$ cat config.mk
export PLATFORM = sky130hd
export DESIGN_NAME = uart
export DESIGN_NICKNAME = d
export VERILOG_FILES = /design/src/rtl/uart.sv
export SDC_FILE = /design/constraint.sdc
export NUM_CORES = 1
export LEC_CHECK = 0
export ABC_AREA = 1
export BUFFER_PORTS_ARGS = -buffer_cell sky130_fd_sc_hd__buf_2
export CAP_MARGIN = 40
export CORE_ASPECT_RATIO = 0.75
export CORE_MARGIN = 1.5
export CORE_UTILIZATION = 60
export CTS_BUF_LIST = sky130_fd_sc_hd__clkbuf_4 sky130_fd_sc_hd__clkbuf_8
export DETAILED_ROUTE_END_ITERATION = 10
export PLACE_DENSITY = 0.86
export SYNTH_ARGS = -nofsm -noshare
export SYNTH_HDL_FRONTEND = slang
export SYNTH_SLANG_ARGS = --single-unit
$ cat constraint.sdc
create_clock -name clk_50m -period 1.9 [get_ports clk_50m]
set_input_delay 0 -clock clk_50m [delete_from_list [all_inputs] [get_ports clk_50m]]
set_output_delay 0 -clock clk_50m [all_outputs]
set_load 0.005 [all_outputs]
$ cat src/rtl/uart.sv
// UART with independent 8N1 transmitter and 16x-oversampling receiver.
// TX bit timing comes from a free-running divider; RX uses a separate
// 16x tick and samples each bit near its centre.
module uart #(
  parameter int CLK_FREQ = 50000000,
  parameter int BAUD     = 115200
) (
  input  logic       clk_50m,
  input  logic       rst,
  input  logic [7:0] din,
  input  logic       wr_en,
  output logic       tx,
  output logic       tx_busy,
  input  logic       rx,
  output logic       rdy,
  input  logic       rdy_clr,
  output logic [7:0] dout
);

  localparam int TX_DIV = CLK_FREQ / BAUD;
  localparam int RX_DIV = CLK_FREQ / (16 * BAUD);
  localparam int TXW    = (TX_DIV > 1) ? $clog2(TX_DIV) : 1;
  localparam int RXW    = (RX_DIV > 1) ? $clog2(RX_DIV) : 1;

  typedef enum logic [1:0] {IDLE, START, DATA, STOP} state_t;

  // ---------------------------------------------------------------- TX
  logic [TXW-1:0] tx_cnt;
  logic           tx_tick;
  state_t         tx_state, tx_state_n;
  logic [7:0]     tx_data, tx_data_n;
  logic [2:0]     tx_idx, tx_idx_n;

  assign tx_tick = (tx_cnt == TXW'(TX_DIV - 1));

  // Free-running TX bit-period divider
  always_ff @(posedge clk_50m or posedge rst) begin
    if (rst) tx_cnt <= '0;
    else     tx_cnt <= tx_tick ? '0 : tx_cnt + 1'b1;
  end

  // TX state, latched byte and bit index
  always_ff @(posedge clk_50m or posedge rst) begin
    if (rst) begin
      tx_state <= IDLE;
      tx_data  <= '0;
      tx_idx   <= '0;
    end else begin
      tx_state <= tx_state_n;
      tx_data  <= tx_data_n;
      tx_idx   <= tx_idx_n;
    end
  end

  // TX next state; tx is decoded from state so reset forces the line high at once
  always_comb begin
    tx_state_n = tx_state;
    tx_data_n  = tx_data;
    tx_idx_n   = tx_idx;
    tx         = 1'b1;
    tx_busy    = 1'b1;
    case (tx_state)
      IDLE: begin
        tx_busy = 1'b0;
        if (wr_en) begin
          tx_data_n  = din;
          tx_state_n = START;
        end
      end
      START: begin
        tx = 1'b0;
        if (tx_tick) begin
          tx_state_n = DATA;
          tx_idx_n   = '0;
        end
      end
      DATA: begin
        tx = tx_data[tx_idx];
        if (tx_tick) begin
          tx_idx_n = tx_idx + 1'b1;
          if (tx_idx == 3'd7) tx_state_n = STOP;
        end
      end
      STOP: begin
        if (tx_tick) tx_state_n = IDLE;
      end
      default: tx_state_n = IDLE;
    endcase
  end

  // ---------------------------------------------------------------- RX
  logic           rx_meta, rx_sync;
  logic [RXW-1:0] rx_div;
  logic           rx_tick;
  state_t         rx_state, rx_state_n;
  logic [3:0]     rx_cnt, rx_cnt_n;
  logic [2:0]     rx_idx, rx_idx_n;
  logic [7:0]     rx_shift, rx_shift_n;
  logic           rx_ferr, rx_ferr_n;
  logic           rx_done;

  assign rx_tick = (rx_div == RXW'(RX_DIV - 1));

  // Two-flop synchronizer for the asynchronous serial input
  always_ff @(posedge clk_50m or posedge rst) begin
    if (rst) begin
      rx_meta <= 1'b1;
      rx_sync <= 1'b1;
    end else begin
      rx_meta <= rx;
      rx_sync <= rx_meta;
    end
  end

  // Free-running 16x oversampling divider
  always_ff @(posedge clk_50m or posedge rst) begin
    if (rst) rx_div <= '0;
    else     rx_div <= rx_tick ? '0 : rx_div + 1'b1;
  end

  // RX state, counters, shift register and the sticky output byte
  always_ff @(posedge clk_50m or posedge rst) begin
    if (rst) begin
      rx_state <= IDLE;
      rx_cnt   <= '0;
      rx_idx   <= '0;
      rx_shift <= '0;
      rx_ferr  <= 1'b0;
      dout     <= '0;
      rdy      <= 1'b0;
    end else begin
      rx_state <= rx_state_n;
      rx_cnt   <= rx_cnt_n;
      rx_idx   <= rx_idx_n;
      rx_shift <= rx_shift_n;
      rx_ferr  <= rx_ferr_n;
      if (rx_done) begin
        dout <= rx_shift;
        rdy  <= 1'b1;
      end else if (rdy_clr) begin
        rdy <= 1'b0;
      end
    end
  end

  // RX next state; rx_ferr marks a bad stop bit so STOP waits for idle without loading
  always_comb begin
    rx_state_n = rx_state;
    rx_cnt_n   = rx_cnt;
    rx_idx_n   = rx_idx;
    rx_shift_n = rx_shift;
    rx_ferr_n  = rx_ferr;
    rx_done    = 1'b0;
    if (rx_tick) begin
      case (rx_state)
        IDLE: begin
          if (!rx_sync) begin
            rx_state_n = START;
            rx_cnt_n   = '0;
          end
        end
        START: begin
          if (rx_sync) begin
            rx_state_n = IDLE;
            rx_cnt_n   = '0;
          end else if (rx_cnt == 4'd7) begin
            rx_state_n = DATA;
            rx_cnt_n   = '0;
            rx_idx_n   = '0;
          end else begin
            rx_cnt_n = rx_cnt + 1'b1;
          end
        end
        DATA: begin
          if (rx_cnt == 4'd15) begin
            rx_cnt_n   = '0;
            rx_shift_n = {rx_sync, rx_shift[7:1]};
            rx_idx_n   = rx_idx + 1'b1;
            if (rx_idx == 3'd7) rx_state_n = STOP;
          end else begin
            rx_cnt_n = rx_cnt + 1'b1;
          end
        end
        STOP: begin
          if (rx_ferr) begin
            if (rx_sync) begin
              rx_state_n = IDLE;
              rx_ferr_n  = 1'b0;
              rx_cnt_n   = '0;
            end
          end else if (rx_cnt == 4'd15) begin
            if (rx_sync) begin
              rx_done    = 1'b1;
              rx_state_n = IDLE;
              rx_cnt_n   = '0;
            end else begin
              rx_ferr_n = 1'b1;
            end
          end else begin
            rx_cnt_n = rx_cnt + 1'b1;
          end
        end
        default: rx_state_n = IDLE;
      endcase
    end
  end

endmodule

# After elaboration in Yosys (flattened, before gate mapping)
# Cells that the tools add are included.
dict set report classes {
  n_addsub 5
  multipliers 0
  n_div 0
  order_cmp 1
  n_eq_ne 24
  shifts 0
  mux 46
  bitwise_logic 0
  reduce_logical 13
}
# op n
set ops {}
lappend ops {{$mux 4} 7}
lappend ops {{$mux 2} 13}
lappend ops {{$ne 2x2->1 const B} 10}
lappend ops {{$pmux 2 s4} 2}
lappend ops {{$pmux 4 s4} 1}
lappend ops {{$mux 3} 5}
lappend ops {{$mux 1} 12}
lappend ops {{$pmux 3 s2} 2}
lappend ops {{$reduce_and 5->1} 2}
lappend ops {{$add 9x1->9 const B} 1}
lappend ops {{$eq 9x9->1 const B} 1}
lappend ops {{$mux 9} 1}
lappend ops {{$eq 2x2->1 const B} 4}
lappend ops {{$add 3x1->3 const B} 2}
lappend ops {{$eq 3x3->1 const B} 2}
lappend ops {{$ne 3x3->1 const B} 2}
lappend ops {{$reduce_and 2->1} 3}
lappend ops {{$reduce_and 3->1} 2}
lappend ops {{$reduce_and 6->1} 1}
lappend ops {{$reduce_bool 2->1} 3}
lappend ops {{$add 5x1->5 const B} 1}
lappend ops {{$eq 5x5->1 const B} 1}
lappend ops {{$mux 5} 1}
lappend ops {{$add 4x1->4 const B} 1}
lappend ops {{other kinds (7)} 9}
dict set report totals {
  ff_bits 56
  latchBits 0
  ram_bits 0
  rom_bits 0
  inputBits 13
  word_cells 103
  mem_count 0
}

# Longest topological paths before layout
# Gate-level depths: netlist of run 1.
dict set report logic_depth {
  ltp_word 6
  ltp_mapped 10
  depth_no_buf 10
}

# Worst setup path after synthesis of run 1
# No wires, ideal clock.
dict set report synth_path {
  kind {reg2reg}
  from {reg rx_div[0]}
  to {reg dout[1]}
  arrival_ns 1.338
  slack_ns 0.445
  stages_incl_launch_ff 11
  synth_period_minus_slack_ns 1.455
  path_cell_list {dfrtp_1 -> inv_1 -> ha_1 -> nand2_2 -> nor2_8 -> inv_2 -> nor2_4 -> nand2_4 -> buf_6 -> nand2_2 -> o21ai_2}
}
dict set report synth_between {
  elab_chain_len 2
}
# element line_no
set synth_rtl {}
lappend synth_rtl {{from (decl)} 93} ;# logic [RXW-1:0] rx_div;
lappend synth_rtl {{from (signal assigned)} 118} ;# else rx_div <= rx_tick ? '0 : rx_div + 1'b1;
lappend synth_rtl {{$eq 5x5->1} 102} ;# assign rx_tick = (rx_div == RXW'(RX_DIV - 1));
lappend synth_rtl {{$mux 1} 154} ;# if (rx_tick) begin
lappend synth_rtl {{to (signal assigned)} 138} ;# dout <= rx_shift;
lappend synth_rtl {{to (decl)} 17} ;# output logic [7:0] dout
# Every way passes these cells.
# A chain may end at the register's enable or synchronous reset.

# Worst setup path after layout of run 1
dict set report layout_path {
  from {reg tx_idx[0]}
  to {reg tx_state[0]}
}
dict set report layout_between {
  elab_chain_len 3
}
# element line_no
set layout_rtl {}
lappend layout_rtl {{from (decl)} 32} ;# logic [2:0] tx_idx, tx_idx_n;
lappend layout_rtl {{from (signal assigned)} 51} ;# tx_idx <= tx_idx_n;
lappend layout_rtl {{$eq 3x3->1} 81} ;# if (tx_idx == 3'd7) tx_state_n = STOP;
lappend layout_rtl {{$ne 2x2->1 (no source line)} n/a}
lappend layout_rtl {{$reduce_and 5->1 (no source line)} n/a}
lappend layout_rtl {{to (signal assigned)} 49} ;# tx_state <= tx_state_n;
lappend layout_rtl {{to (decl)} 30} ;# state_t tx_state, tx_state_n;
# Every way passes these cells.

==> results.cfg, run 1 <==
[outcome]
status = complete, no violations

[die]
fp.dieH_um = 62.35
io_pins = 24
core_mm2 = 0.004493
die-area_mm2 = 0.005121
start_util_pct = 62.71
std_cell_rows = 21
die_w_um = 82.13

[yosys]
netlist_top_cells_area = dfrtp_1 48%, nand2_1 11%, ha_1 5.8%, inv_1 5.1%, nor2_1 4.0%
synth.avg_cell_area_um2 = 8.778
synth-seq-cells = 56
synth_top_area_cell = dfrtp_1
yosysTopAreaCellShare_pct = 47.96
synth_cell_type_count = 29
syn_nets = 347
synthCells = 321
synth_area_mm2 = 0.002818
yosysSeqAreaShare_pct = 49.82
synth_warnings = 0

[clock_tree]
insertion_delay_ns = 0.31
cts_inserted_buffers = 5
cts_buffer_depth = 2
htreeDepth = 2
root_buffer = clkbuf_8
postCtsResizedCells = 0
clk_pin_slew_ns = 0.11
cts.sinks = 56
cts_tree = built

[layout]
mostFrequentLayoutCells = 82 x nand2_1, 54 x dfrtp_1, 37 x inv_1, 30 x nor2_1, 23 x buf_2
final_layout_size_suffix_gt1_share_pct = 19.39
ff_latch_area_mm2 = 0.001404
areaGrowthSynthToFinish_pct = 13.68
fill_cells = 342
final_nets = 386
n_antenna_cell = 0
multi_input_area_mm2 = 0.001220
final_common_cell = nand2_1

[global_routing]
grt_pass1_vias = 2017
grt_pass1_wl_mm = 9.108
grt.total_usage_pct = 23.42
gr-total-overflow = 0
antenna_found_initial = 0
grt_max_degree = 33

[sta]
final_hold_viol_count = 0
setup_violations = 0
slew_headroom_pct = 73.61
fin_setup_tns_ns = 0
rsz0062_at_grt = false
fin_crit_ns = 1.643
fmax_mhz = 608.8
maxSlewViolCount = 0
period_share_pct = 86.45
finClkSkew_ns = 0.01185
worst_pin_slew_ns = 0.3949

[placement]
dp_hpwl_mm = 3.622
place_congestion = 0.9449
port_buffers = 23

[route]
drt_first_pass_iters = 5
ant_nets = 0
post_drt_wl_per_cell_um = 12.48
drc = 0
drt_wl_total_mm = 5.217
via_per_inst = 5.144
via_count = 2150
first_iter_violations = 223

[setup_path]
worstPathArrival_ns = 1.89
start_kind = flop
crit_type = reg2reg
cp_max_fo = 9
cp-end-kind = flop
cp.required_ns = 2.15

[run]
maxCapViolations = 0

[power]
power_mw = 2.555
vdd_drop_max_v = 0.0005533
p_per_area_mw_per_mm2 = 797.6
leakage_nw = 1.632

[min_path]
hp-class = in2reg
[power breakdown]
part | switching (mW) | leakage [nW] | internal [mW]
Combinational | 0.281 | 0.867 | 0.226
Clock | 0.402 | 0.0452 | 0.270
Sequential | 0.0728 | 0.720 | 1.30
[worst paths after layout]
kind	end	cells past startpoint	start	slack (ns)
worst min-delay path	tx_state[1]$_DFFE_PP0P_	4	wr_en	0.06
worst max-delay path	tx_state[0]$_DFFE_PP0P_	8	tx_idx[0]$_DFFE_PP0P_	0.26
worst max register to register	tx_state[0]$_DFFE_PP0P_	8	tx_idx[0]$_DFFE_PP0P_	0.26
max in group asynchronous	rx_meta$_DFF_PP1_	4	rst	1.23
min in group asynchronous	tx_data[7]$_DFFE_PP0P_	3	rst	0.14
worst min register to register	rx_sync$_DFF_PP1_	0	rx_meta$_DFF_PP1_	0.36
[state kept, by name, summed over array words and instances, names as in the netlist, named ones only]
name      cells
tx_cnt        9
dout          8
rx_shift      8
tx_data       8
rx_div        5
rx_cnt        4
rx_idx        3
tx_idx        3
tx_state      2
rdy           1
rx_ferr       1
rx_meta       1
rx_state      1
rx_sync       1
[area by class of cell]
cell class / count / area share [%]
multi-input combinational: 218 / 38.09
clock inverter: 3 / 0.7813
clock buffer: 5 / 2.148
inverter: 43 / 5.039
tap: 57 / 2.227
sequential: 56 / 43.83
timing repair buffer: 36 / 7.891
[cell families after synthesis]
kind of cell	share of synthesized area, %
and+or+nand+nor	25.31
AOI/OAI and AO/OA	8.349
DFF	49.82
buffers and inverters	6.883
muxes	1.998
adders and majority gates	5.773
xor gates and xnor gates	1.865
[critical path, cell delays in order, from the launching register on]
cell	delay, ns
dfrtp_1	0.49
ha_1	0.26
ha_1	0.18
or2_2	0.29
nand3_1	0.08
nand2_1	0.08
nand2_1	0.08
nand2_1	0.06
nand2_1	0.06
[routing by layer]
| metal | vias to the layer above | GRT usage [%] | share of wire, % |
|---|---|---|---|
| li1 | 1098 | - | - |
| met1 | 988 | 33.24 | 47 |
| met2 | 48 | 34.94 | 46 |
| met3 | 16 | 5.000 | 3.8 |
| met4 | 0 | 9.322 | 2.6 |
| met5 | - | 0 | 0 |
[stage by stage]
step           instances  utilization [%]  cell area, µm²  hold slack [ns]  setup slack (ns)
2_1_floorplan        321                -            2818         0.004478            0.4447
3_3_place_gp         399            66.75            2999         -0.08466            0.3571
3_5_place_dp         399            66.75            2999         -0.08343            0.3173
4_1_cts              418            71.29            3203          0.05021            0.2965
5_1_grt              418            71.29            3203          0.09602            0.1538
6_report             418            71.29            3203          0.05993            0.2575
[Yosys cell counts]
library cell  number
dfrtp_1           54
nor3_4             1
a21oi_1           12
ha_1              13
nor2_4             2
o21ai_0           10
xor2_1             6
buf_6              2
nand3_1           22
nor2_2             3
inv_1             38
buf_2              2
nand2_4            1
nand2_2            3
nand4_4            1
mux2_2             5
nand2_1           82
dfstp_2            2
nor3_1             1
nor2_8             1
nand4_1            1
nor2_1            30
o211ai_1           1
o22ai_1            1
inv_2              5
or2_2              4
nand3_4            1
o21ai_2            7
o21ai_1           10
[repair_timing]
item                                    in CTS  in global routing
endpoints found under the setup margin       0                  0
hold buffers                                11                  0
endpoints found under the hold margin       64                  0
setup buffers                                0                  0
Note: power is estimated with default switching activity, not from simulation.
==> inputs of run 2 (changes only) <==
Settings changed: CAP_MARGIN 40 to 0, CORE_UTILIZATION 60 to 62, PLACE_DENSITY 0.86 to 0.88, SLEW_MARGIN set to 10.
==> run 2 against run 1 <==
  * Worst hold slack better by 0.0059 ns
  * Clock-buffer cell count stayed put
  * Critical path type unchanged
  * Fmax is 0.24% lower
  * Critical endpoint unchanged
  * Highest routed layer unchanged
==> results.cfg, run 2 (synthesized netlist as in run 1, its figures left out) <==
[outcome]
status = complete, no violations

[layout]
fill_cells = 309
multi_input_area_mm2 = 0.001220
final_common_cell = nand2_1
ff_latch_area_mm2 = 0.001404
final_layout_size_suffix_gt1_share_pct = 19.17
mostFrequentLayoutCells = 82 x nand2_1, 54 x dfrtp_1, 37 x inv_1, 30 x nor2_1, 23 x buf_2
areaGrowthSynthToFinish_pct = 13.50
largest_register_ffs = 9
final_nets = 385
instances_no_fill = 417
n_antenna_cell = 0
top_register = tx_cnt

[sta]
setup_violations = 0
slew_headroom_pct = 68.99
period_share_pct = 86.65
worst_pin_slew_ns = 0.4641
fin_crit_ns = 1.646
fin_setup_tns_ns = 0
fmax_mhz = 607.4
maxSlewViolCount = 0
finClkSkew_ns = 0.01704
final_hold_viol_count = 0
rsz0062_at_grt = false

[placement]
port_buffers = 23
place_congestion = 0.9109
dp_hpwl_mm = 3.599
dpl.cell_count = 398

[setup_path]
crit_type = reg2reg
r2r_slack_ns = 0.25
r2r_start = tx_idx[0]$_DFFE_PP0P_
start_kind = flop
r2r_cells = 8
reg2reg_to = tx_state[0]$_DFFE_PP0P_
cp_max_fo = 9
worstPathArrival_ns = 1.90
cp.required_ns = 2.16
cp-end-kind = flop

[route]
drt_wl_total_mm = 5.364
ant_nets = 0
via_count = 2159
drc = 0
drt_first_pass_iters = 6
via_per_inst = 5.177
post_drt_wl_per_cell_um = 12.86
first_iter_violations = 142

[clock_tree]
clk_pin_slew_ns = 0.12
postCtsResizedCells = 0
root_buffer = clkbuf_8
cts.sinks = 56
cts_tree = built
cts_buffer_depth = 2
cts_inserted_buffers = 5
insertion_delay_ns = 0.32
htreeDepth = 2

[die]
core_mm2 = 0.004414
start_util_pct = 63.83
die_w_um = 80.85
die-area_mm2 = 0.004962
std_cell_rows = 21
fp.dieH_um = 61.38
io_pins = 24

[min_path]
hp-class = in2reg
min_path_cells = 4
min_to = tx_state[1]$_DFFE_PP0P_
hp-start = wr_en

[power]
p_per_area_mw_per_mm2 = 807.0
vdd_drop_max_v = 0.0005421
leakage_nw = 1.628

[global_routing]
antenna_found_initial = 0
grt_pass1_wl_mm = 8.535
grt-busiest-layer = met2
met1_usage_pct = 30.64
grt_pass1_vias = 1955
grt.total_usage_pct = 22.93
met2_usage_pct = 37.14
gr-total-overflow = 0
met3_usage_pct = 5.481
grt_max_degree = 57

[run]
maxCapViolations = 0
[run 2: cell count changes in the layout (fill, tap and decap cells not counted)]
cell / before / now
buf_4: 1 / 0
inv_6: 2 / 0
inv_8: 0 / 1
clkinv_4: 0 / 1
[run 2: stage by stage]
step	instance area (µm²)	utilization, %	power [mW]	setup WS [ns]	hold slack, ns
after floorplan	2818	-	1.734	0.4447	0.004478
after global placement	2992	67.77	1.843	0.3658	0.07527
after detailed placement	2992	67.77	1.880	0.3043	0.07611
after CTS	3198	72.45	2.582	0.2868	0.06149
after global routing	3198	72.45	2.736	0.1300	0.1013
final	3198	72.45	2.581	0.2536	0.06586
[run 2: worst max-delay path by stage]
stage	from	end	cells after the start
after floorplan	rx_div[0]$_DFF_PP0_	dout[1]$_DFFE_PP0P_	10
after global placement	tx_state[0]$_DFFE_PP0P_	tx_state[1]$_DFFE_PP0P_	9
after detailed placement	tx_state[0]$_DFFE_PP0P_	tx_state[0]$_DFFE_PP0P_	9
after CTS	tx_idx[0]$_DFFE_PP0P_	tx_state[0]$_DFFE_PP0P_	8
after global routing	tx_state[0]$_DFFE_PP0P_	tx_state[0]$_DFFE_PP0P_	9
final	tx_idx[0]$_DFFE_PP0P_	tx_state[0]$_DFFE_PP0P_	8
[run 2: worst max-delay path: stages (launching register included)]
cell     delay, ns
dfrtp_1       0.50
ha_1          0.25
ha_1          0.18
or2_2         0.29
nand3_1       0.09
nand2_1       0.08
nand2_1       0.09
nand2_1       0.05
nand2_1       0.06
[run 2: layer usage]
metal  vias to the layer above  share of wire [%]
li1                       1093                  -
met1                       991                 47
met2                        68                 47
met3                         7                4.4
met4                         0                1.3
met5                         -                  0
[run 2: where the power goes]
group / leakage (nW) / internal, mW / total (mW) / switching, mW
logic: 0.862 / 0.223 / 0.509 / 0.286
clock network: 0.0463 / 0.272 / 0.695 / 0.423
registers: 0.720 / 1.30 / 1.38 / 0.0731
total: 1.63 / 1.80 / 2.58 / 0.782
[run 2: what timing repair did]
| item | 4_1_cts | 5_1_grt |
|---|---|---|
| endpoints found under the hold margin | 66 | 0 |
| hold buffers | 11 | 0 |
| buffers inserted | 0 | 0 |
[run 2: layout make-up]
cell class                 instances  area share, %
sequential                        56          43.90
multi-input combinational        218          38.15
timing repair buffer              35          7.668
inverter                          43          5.047
tap                               57          2.230
clock buffer                       5          2.152
clock inverter                     3         0.8607
